File: config.mk
export PLATFORM = sky130hd
export DESIGN_NAME = display_frame_generator
export DESIGN_NICKNAME = d
export VERILOG_FILES = /design/src/rtl/display_pkg.sv /design/src/rtl/bin2bcd_serial.sv /design/src/rtl/display_frame_generator.sv
export SDC_FILE = /design/constraint.sdc
export NUM_CORES = 1
export LEC_CHECK = 0
export BUFFER_PORTS_ARGS = -buffer_cell sky130_fd_sc_hd__buf_2
export CAP_MARGIN = 20
export CORE_MARGIN = 3
export CORE_UTILIZATION = 63
export CTS_BUF_LIST = sky130_fd_sc_hd__clkbuf_4 sky130_fd_sc_hd__clkbuf_8 sky130_fd_sc_hd__clkbuf_16
export CTS_CLUSTER_SIZE = 16
export DETAILED_ROUTE_END_ITERATION = 10
export PLACE_DENSITY = 0.86
export SLEW_MARGIN = 5
export SYNTH_ARGS = -nofsm -noshare
export SYNTH_HDL_FRONTEND = slang
export SYNTH_HIERARCHICAL = 1
export SYNTH_SLANG_ARGS = --single-unit
File: constraint.sdc
create_clock -name clock -period 4.48 [get_ports clock]
set_clock_uncertainty 0.1 [all_clocks]
set_input_delay 0.672 -clock clock [delete_from_list [all_inputs] [get_ports clock]]
set_output_delay 0.672 -clock clock [all_outputs]
set_load 0.1 [all_outputs]
File: src/rtl/display_pkg.sv
// display_pkg
// Shared glyph definitions for the 7-segment frame generator.
// A glyph is a 6-bit code: 0..9 are decimal digits, the letter constants
// below name the label glyphs, and GLYPH_BLANK switches a position off.
package display_pkg;

    typedef logic [5:0] glyph_t;

    localparam glyph_t GLYPH_BLANK = 6'h3F;

    localparam glyph_t GLYPH_A = 6'h0A;
    localparam glyph_t GLYPH_E = 6'h0E;
    localparam glyph_t GLYPH_J = 6'h13;
    localparam glyph_t GLYPH_N = 6'h17;
    localparam glyph_t GLYPH_O = 6'h18;
    localparam glyph_t GLYPH_P = 6'h19;
    localparam glyph_t GLYPH_R = 6'h1B;

endpackage

File: src/rtl/bin2bcd_serial.sv
// bin2bcd_serial
// Serial double-dabble binary-to-BCD converter, one value bit per cycle,
// MSB first.
//   clock, reset_n : system clock, asynchronous active-low reset
//   start          : captures value and (re)starts a conversion, even mid-run
//   value          : unsigned binary input
//   busy           : high for exactly VALUE_WIDTH cycles after start
//   done           : one-cycle pulse after the last bit has been shifted in
//   bcd            : DIGITS packed BCD nibbles, digit 0 in the low nibble
//   carry          : sticky flag, the value needed more than DIGITS digits
module bin2bcd_serial #(
    parameter int VALUE_WIDTH = 32,
    parameter int DIGITS      = 8
) (
    input  logic                   clock,
    input  logic                   reset_n,
    input  logic                   start,
    input  logic [VALUE_WIDTH-1:0] value,
    output logic                   busy,
    output logic                   done,
    output logic [DIGITS*4-1:0]    bcd,
    output logic                   carry
);

    localparam int CW = $clog2(VALUE_WIDTH + 1);

    logic [VALUE_WIDTH-1:0] shift_q;
    logic [DIGITS*4-1:0]    bcd_q, bcd_d, adjusted;
    logic [CW-1:0]          count_q;
    logic                   busy_q, done_q, carry_q, carry_d;
    logic [3:0]             nibble;

    // Add-3 correction on every nibble >= 5, then shift in the next bit.
    // A bit leaving the top nibble is a decimal carry past DIGITS; dropping
    // it leaves the lower digits equal to the value modulo 10^DIGITS.
    always_comb begin
        adjusted = '0;
        nibble   = '0;
        for (int i = 0; i < DIGITS; i++) begin
            nibble = bcd_q[i*4 +: 4];
            adjusted[i*4 +: 4] = (nibble >= 4'd5) ? nibble + 4'd3 : nibble;
        end
        bcd_d   = {adjusted[DIGITS*4-2:0], shift_q[VALUE_WIDTH-1]};
        carry_d = carry_q | adjusted[DIGITS*4-1];
    end

    // Conversion sequencer; start always wins so a new load aborts a run
    // without ever producing a done for the aborted value.
    always_ff @(posedge clock or negedge reset_n) begin
        if (!reset_n) begin
            shift_q <= '0;
            bcd_q   <= '0;
            count_q <= '0;
            busy_q  <= 1'b0;
            done_q  <= 1'b0;
            carry_q <= 1'b0;
        end else begin
            done_q <= 1'b0;
            if (start) begin
                shift_q <= value;
                bcd_q   <= '0;
                carry_q <= 1'b0;
                count_q <= CW'(VALUE_WIDTH);
                busy_q  <= 1'b1;
            end else if (busy_q) begin
                shift_q <= shift_q << 1;
                bcd_q   <= bcd_d;
                carry_q <= carry_d;
                count_q <= count_q - CW'(1);
                if (count_q == CW'(1)) begin
                    busy_q <= 1'b0;
                    done_q <= 1'b1;
                end
            end
        end
    end

    assign busy  = busy_q;
    assign done  = done_q;
    assign bcd   = bcd_q;
    assign carry = carry_q;

endmodule

File: src/rtl/display_frame_generator.sv
// display_frame_generator
// Builds a multi-digit 7-segment frame: the low field_digits positions show
// the decimal value (optionally with leading zeros blanked), the remaining
// positions show per-position label glyphs. One position can blink.
//   clock, reset_n   : system clock, asynchronous active-low reset
//   load             : one-cycle strobe latching a new frame description
//   value            : unsigned number to display
//   field_digits     : number of low positions used by the value (clamped)
//   label_code       : glyphs for positions at or above field_digits
//   lz_blank         : blank leading zeros in the value field
//   dp_mask          : decimal points of the frame
//   blink_en/pos     : live blink control, applied with one register stage
//   display_code/dp  : registered frame outputs, 6'h3F = blank
//   busy             : conversion running
//   done             : one-cycle pulse when a new frame is shown
//   overflow         : last frame's value did not fit its field
module display_frame_generator
    import display_pkg::*;
#(
    parameter int DIGITS      = 8,
    parameter int VALUE_WIDTH = 32,
    parameter int BLINK_DIV   = 10000000
) (
    input  logic                         clock,
    input  logic                         reset_n,
    input  logic                         load,
    input  logic [VALUE_WIDTH-1:0]       value,
    input  logic [$clog2(DIGITS+1)-1:0]  field_digits,
    input  glyph_t [DIGITS-1:0]          label_code,
    input  logic                         lz_blank,
    input  logic [DIGITS-1:0]            dp_mask,
    input  logic                         blink_en,
    input  logic [$clog2(DIGITS)-1:0]    blink_pos,
    output glyph_t [DIGITS-1:0]          display_code,
    output logic [DIGITS-1:0]            display_dp,
    output logic                         busy,
    output logic                         done,
    output logic                         overflow
);

    localparam int FW = $clog2(DIGITS + 1);
    localparam int PW = $clog2(DIGITS);
    localparam int BW = (BLINK_DIV > 1) ? $clog2(BLINK_DIV) : 1;

    logic                  convBusy, convDone, convCarry;
    logic [DIGITS*4-1:0]   convBcd;

    logic [FW-1:0]         field_q;
    glyph_t [DIGITS-1:0]   label_q;
    logic                  lzBlank_q;
    logic [DIGITS-1:0]     dpMask_q;

    glyph_t [DIGITS-1:0]   frame_q, frame_d, newFrame;
    glyph_t [DIGITS-1:0]   code_q, code_d;
    logic [DIGITS-1:0]     dp_q;
    logic                  overflow_q, overflow_d;
    logic                  done_q;
    logic [BW-1:0]         blinkCnt_q;
    logic                  blinkPhase_q;

    logic                  seenNonzero;
    logic [3:0]            digit;

    bin2bcd_serial #(
        .VALUE_WIDTH (VALUE_WIDTH),
        .DIGITS      (DIGITS)
    ) u_conv (
        .clock   (clock),
        .reset_n (reset_n),
        .start   (load),
        .value   (value),
        .busy    (convBusy),
        .done    (convDone),
        .bcd     (convBcd),
        .carry   (convCarry)
    );

    // Frame assembly, scanned from the top position down so "seen a nonzero
    // digit yet" marks where leading-zero blanking stops. Digits that fall
    // outside the field only contribute to overflow.
    always_comb begin
        seenNonzero = 1'b0;
        overflow_d  = convCarry;
        newFrame    = '0;
        digit       = '0;
        for (int i = DIGITS - 1; i >= 0; i--) begin
            digit = convBcd[i*4 +: 4];
            if (FW'(i) < field_q) begin
                if (digit != 4'd0) begin
                    seenNonzero = 1'b1;
                end
                if (lzBlank_q && !seenNonzero && i != 0) begin
                    newFrame[i] = GLYPH_BLANK;
                end else begin
                    newFrame[i] = {2'b00, digit};
                end
            end else begin
                newFrame[i] = label_q[i];
                if (digit != 4'd0) begin
                    overflow_d = 1'b1;
                end
            end
        end
        frame_d = convDone ? newFrame : frame_q;
        code_d  = frame_d;
        for (int i = 0; i < DIGITS; i++) begin
            if (blink_en && blinkPhase_q && (blink_pos == PW'(i))) begin
                code_d[i] = GLYPH_BLANK;
            end
        end
    end

    // Input capture, frame commit on converter done, and the free-running
    // blink timebase. The blanked view is re-registered every cycle so blink
    // control acts live on the held frame.
    always_ff @(posedge clock or negedge reset_n) begin
        if (!reset_n) begin
            field_q      <= '0;
            label_q      <= {DIGITS{GLYPH_BLANK}};
            lzBlank_q    <= 1'b0;
            dpMask_q     <= '0;
            frame_q      <= {DIGITS{GLYPH_BLANK}};
            code_q       <= {DIGITS{GLYPH_BLANK}};
            dp_q         <= '0;
            overflow_q   <= 1'b0;
            done_q       <= 1'b0;
            blinkCnt_q   <= '0;
            blinkPhase_q <= 1'b0;
        end else begin
            if (load) begin
                field_q   <= (field_digits > FW'(DIGITS)) ? FW'(DIGITS) : field_digits;
                label_q   <= label_code;
                lzBlank_q <= lz_blank;
                dpMask_q  <= dp_mask;
            end
            frame_q <= frame_d;
            code_q  <= code_d;
            done_q  <= convDone;
            if (convDone) begin
                dp_q       <= dpMask_q;
                overflow_q <= overflow_d;
            end
            if (blinkCnt_q == BW'(BLINK_DIV - 1)) begin
                blinkCnt_q   <= '0;
                blinkPhase_q <= ~blinkPhase_q;
            end else begin
                blinkCnt_q <= blinkCnt_q + BW'(1);
            end
        end
    end

    assign display_code = code_q;
    assign display_dp   = dp_q;
    assign busy         = convBusy;
    assign done         = done_q;
    assign overflow     = overflow_q;

endmodule
==> impl_metrics.toml, run 1 <==
[outcome]
status = "complete, no violations"

[yosys]
synth.most_common_cell = "dfstp_2"
syn_nets = 1223
ys_warn_count = 6
synth-compound-area-share = 0.1367
synthTopCellsByArea = "dfstp_2 31%, dfrtp_1 25%, mux2_2 6.3%, mux2i_1 3.3%, nand2_1 2.8%"
avgSynthCellArea_um2 = 11.14
synth_common_cells = "144 x dfstp_2, 121 x dfrtp_1, 91 x nand2_1"
synth_ff_type = "dfstp_2"
yosys-mux-area-fraction = 0.09753
synth_top_area_share = 0.3075
synth_xor_area_frac = 0.01851
synth-adder-area-share = 0.01932
synthSimpleGateAreaFrac = 0.1418
synth_top_family_by_area = "simple AND/OR/NAND/NOR gates"
seq_area_frac_synth = 0.5536
synth.distinct_cells = 71
synth-seq-cells = 265
async_flop_share = 1.000
syn_inst = 1104
netlist_area_mm2 = 0.01230
synth-edff-count = 0
yosysTopAreaCell = "dfstp_2"

[setup_path]
endpoint_kind = "output port"
cp_top_family = "flip-flops"
cp_slowest_cell = "dfrtp_4"
crit_buf_inv = 1
cp.arrival_ns = 2.15
cpPeakStageDelay_ns = 1.04
critPathRequiredTime_ns = 3.71
worst-path-max-fanout = 72
critPathLaunchType = "register"
path_class = "reg -> out"
crit_chain = "buf_2"

[sta]
period_minus_slack_ns = 2.920
max_freq_mhz = 342.5
tns_ns = 0
rsz0062_at_grt = "false"
relSlewSlack = 0.2838
period_share = 0.6518
final_hold_viol_count = 0
report.final.slew_viol_count = 0
worst_slew_pin_slew_ns = 1.066
finalSetupViolCount = 0

[clock_network]
htree_levels = 1
numClockSinks = 265
clk_pin_slew_ns = 0.07
post_cts_buffers = 0
numCtsBuffers = 27
cts_resized = 0
clock_latency_ns = 0.52
holdBufCountCts = 0
clock_tree.root_cell = "clkbuf_16"
cts.path.max_buffers = 3
cts_tree = "done"

[routing]
dr.pass1.iters = 6
drt-total-wl_um = 27380
detail_route.vias_per_cell = 5.945
vias = 9037
post_drt_wl_per_cell_um = 18.01
ant_nets = 0
route.detailed.drc = 0
drt_first_iter_violations = 641

[floorplanning]
die_h_um = 145.7
fp-row-count = 50
core_mm2 = 0.01896
chipWidth_um = 145.7
dieArea_mm2 = 0.02124
start_util = 0.6490
io_pins = 159

[power]
cellLeakagePower_nw = 6.382
ir_drop_uv = 316.2
power.density_mw_per_mm2 = 587.9

[global_route]
track_usage = 0.2544
grt_max_degree = 121
grt_first_pass_wirelength_um = 45400
grt_pass1_vias = 9040
antenna_found_initial = 0
gr-total-overflow = 0

[final_layout]
multi_input_area_mm2 = 0.005091
syn2layout_area_growth_pct = 15.66
fillers = 1252
diodes = 0
final_nets = 1359
drive_above_1_share = 0.3754
seq_area_mm2 = 0.006819
final_util = 0.7507

[placement]
place_hpwl_um = 17930
place_congestion = 0.8632
port_buffers = 158

[min_path]
min_path_type = "in -> async"

[flow_run]
cap_violations = 0
[final timing paths]
| kind | from | to | slack (ns) | cells after the start |
|---|---|---|---|---|
| setup / recovery | u_conv/busy$_DFF_PN0_ | busy | 1.56 | 1 |
| hold / removal | reset_n | dpMask_q[5]$_DFFE_PN0P_ | 0.13 | 1 |
| setup reg to reg | u_conv/bcd[24]$_DFFE_PN0P_ | display_code[12]$_DFF_PN1_ | 1.60 | 4 |
| hold reg to reg | frame_q[5]$_DFF_PN1_ | frame_q[5]$_DFF_PN1_ | 0.38 | 2 |
| max in group asynchronous | reset_n | label_q[37]$_DFFE_PN1P_ | 3.13 | 2 |
| min in group clock | value[5] | u_conv/shift_q[5]$_DFFE_PN0P_ | 0.25 | 3 |
[cell type report]
class	count	area share
clock buffer	40	0.06023
timing repair buffer	169	0.06410
tap	260	0.02286
sequential	265	0.4792
inverter	34	0.008969
multi-input combinational	743	0.3578
clock inverter	9	0.006858
[cells in the final DEF (no fill, tap or decap), types with 10 or more instances in the layout]
master	count
buf_2	157
xnor2_1	13
o21ai_0	60
nand2_1	91
a21oi_1	53
mux2_2	69
mux2i_1	40
nor2b_1	20
dfrtp_1	119
a31o_2	14
nand4_1	10
inv_1	34
xor2_1	13
nor4_1	12
or3_1	13
nor3_1	14
o21ai_1	29
dfstp_2	144
nand3_1	31
clkbuf_16	30
nor2_1	54
a31oi_1	20
o31ai_1	13
ha_1	19
nand2b_1	24
[metrics by stage]
| step | cell area, um^2 | cells | total power [mW] | hold slack [ns] | setup slack [ns] |
|---|---|---|---|---|---|
| after floorplan | 12300 | 1104 | 5.565 | 0.2721 | 2.412 |
| after global placement | 13270 | 1470 | 5.963 | 0.3728 | 1.735 |
| after detailed placement | 13270 | 1470 | 6.031 | 0.3747 | 1.640 |
| after CTS | 14220 | 1519 | 8.418 | 0.1681 | 1.549 |
| after global routing | 14230 | 1520 | 8.701 | 0.1957 | 1.276 |
| final | 14230 | 1520 | 8.366 | 0.1268 | 1.560 |
[registers in the layout, indices dropped and copies added, names as in the netlist, 4 cells and up]
register	flops
u_conv/count_q	6
label_q	48
dpMask_q	8
frame_q	48
u_conv/shift_q	32
display_dp	8
u_conv/bcd	32
display_code	48
field_q	4
blinkCnt_q	24
[metal layers]
| layer | track usage | routed length, um | vias up |
|---|---|---|---|
| met1 | 0.3444 | 11440 | 4414 |
| met3 | 0.03862 | 1669 | 52 |
| li1 | - | - | 4230 |
| met5 | 0 | 0 | - |
| met4 | 0.08120 | 674 | 0 |
| met2 | 0.4273 | 13600 | 341 |
[report_power, final]
| group | switching (mW) | internal (mW) |
|---|---|---|
| clock network | 0.909 | 1.44 |
| logic | 2.03 | 0.610 |
| registers | 0.254 | 3.12 |
| total | 3.20 | 5.17 |
[kinds of logic (layout without fill, tap and decap cells)]
kind of cell	count (synthesis)	count (layout)
AND/OR/NAND/NOR	328	328
buffers and inverters	96	252
XOR/XNOR	26	26
AO/OA/AOI/OAI	259	259
flip-flops	265	265
adder cells (fa/ha/maj)	19	19
multiplexers	111	111
[worst reg2reg max path, stage by stage, from the launching register on]
cell	delay (ns)
dfrtp_1	0.46
nor4_1	0.62
o211a_1	0.42
nand4_1	0.72
o21ai_0	0.45
Note: power is estimated with default switching activity, not from simulation.
==> run 2: changes to the inputs <==
CORE_UTILIZATION = 58   (was 63)
PLACE_DENSITY = 0.8   (was 0.86)
clock period = 2.9 ns   (was 4.48 ns; I/O delays follow)
==> impl_metrics.toml, run 2 (synthesis gave the netlist of run 1 again) <==
[outcome]
status = "complete, no violations"

[power]
pwr-share-seq = 0.400
clkPwrFrac = 0.279
swShare = 0.3817
switchingPower_mw = 4.928
pwr-share-comb = 0.321
power.density_mw_per_mm2 = 889.6
ir_drop_uv = 522.8
design_power_total_mw = 12.91
p_int_mw = 7.981
cellLeakagePower_nw = 6.518

[flow_run]
cap_violations = 0

[clock_network]
cts.path.max_buffers = 3
clock_tree.root_cell = "clkbuf_16"
numCtsBuffers = 28
cts_resized = 0
htree_levels = 1
cts_tree = "done"
numClockSinks = 265
clock_latency_ns = 0.55
clk_pin_slew_ns = 0.06

[setup_path]
critPathRequiredTime_ns = 3.28
worstReg2RegEnd = "display_code[22]$_DFF_PN1_"
endpoint_kind = "register"
critPathLaunchType = "register"
startpoint = "u_conv/bcd[30]$_DFFE_PN0P_"
cp.arrival_ns = 2.71
crit_end = "display_code[22]$_DFF_PN1_"
regToRegSetupSlack_ns = 0.56
reg2regPathDepth = 4
r2r-start = "u_conv/bcd[30]$_DFFE_PN0P_"
worst-path-max-fanout = 12
path_class = "reg -> reg"

[global_route]
antenna_found_initial = 0
gr-total-overflow = 0
grt_pass1_vias = 8725
grt_max_degree = 93
track_usage = 0.2348
grt_first_pass_wirelength_um = 43860

[floorplanning]
chipWidth_um = 151.6
die_h_um = 151.6
io_pins = 159
core_mm2 = 0.02056
fp-row-count = 52
start_util = 0.5984
dieArea_mm2 = 0.02300

[final_layout]
syn2layout_area_growth_pct = 17.95
drive_above_1_share = 0.3812
diodes = 0
fin_cells = 1558
final_common_cell = "buf_2"
final_cell_mix = "156 x buf_2, 144 x dfstp_2, 119 x dfrtp_1"
final_util = 0.7058
final_nets = 1385

[placement]
dp_cells = 1496
place_hpwl_um = 18230
place_congestion = 0.8477
port_buffers = 158

[routing]
route.detailed.drc = 0
drt_first_iter_violations = 597
post_drt_wl_per_cell_um = 17.44
wl_met1_um = 11860
dr.pass1.iters = 5
detail_route.vias_per_cell = 5.780
met3_length_um = 1477
wl_met2_um = 13290
ant_nets = 0
vias = 9005
top_layer = "met4"
drt-total-wl_um = 27180

[sta]
period_share = 0.8061
worst_slew_pin_slew_ns = 0.7393
tns_ns = 0
report.final.slew_viol_count = 0
finalSetupViolCount = 0
final_hold_viol_count = 0
max_freq_mhz = 427.8
relSlewSlack = 0.5026
period_minus_slack_ns = 2.338
rsz0062_at_grt = "false"

[min_path]
whs_path_depth = 2
min_path_type = "in -> reg"
hp-start = "label_code[22]"
[run 2: layer usage]
layer  track usage  vias to the layer above
met5             0                        -
met1        0.3249                     4436
met3       0.03421                       43
met2        0.3911                      232
met4       0.06514                        0
li1              -                     4294
[run 2: metrics by stage]
step / area, um^2 / setup WS [ns] / hold WS, ns
2_1_floorplan: 12300 / 0.8316 / 0.03941
3_3_place_gp: 13450 / 0.7137 / 0.3696
3_5_place_dp: 13450 / 0.6159 / 0.3803
4_1_cts: 14510 / 0.5934 / 0.0001205
5_1_grt: 14510 / 0.3171 / 0.003144
6_report: 14510 / 0.5622 / 0.01605
[run 2: final cells by class]
type                    instances  area [um^2]
multi-input cells             743         5091
repair buffers                194         1177
flip-flops and latches        265         6819
inverters                      34        127.6
clock buffers                  45        883.3
well taps                     270        337.8
fillers                      1487         6048
clock inverters                 7        75.07
[run 2: worst min path at each step]
stage / to
floorplan: blinkCnt_q[0]$_DFF_PN0_
global placement: frame_q[5]$_DFF_PN1_
detailed placement: frame_q[40]$_DFF_PN1_
CTS: label_q[42]$_DFFE_PN1P_
global route: u_conv/shift_q[26]$_DFFE_PN0P_
finish: label_q[22]$_DFFE_PN1P_
[run 2: worst max-delay path, cell delays in order, from the launching register on]
cell and delay, ns:
dfrtp_1 0.46, o41ai_1 0.56, o211a_1 0.42, nand4_1 0.48
nand3_1 0.24
[run 2: timing repair]
item                      4_1_cts  5_1_grt
hold buffers                   10        0
buffers inserted                0        0
hold endpoints to repair       58        0
[run 2: power groups by stage]
stage	Combinational [mW]	Clock [mW]	Sequential [mW]
floorplan	1.24	0	7.35
global placement	4.06	0	5.20
detailed placement	4.14	0	5.23
CTS	4.16	3.68	5.17
global route	4.39	3.84	5.24
finish	4.14	3.60	5.17
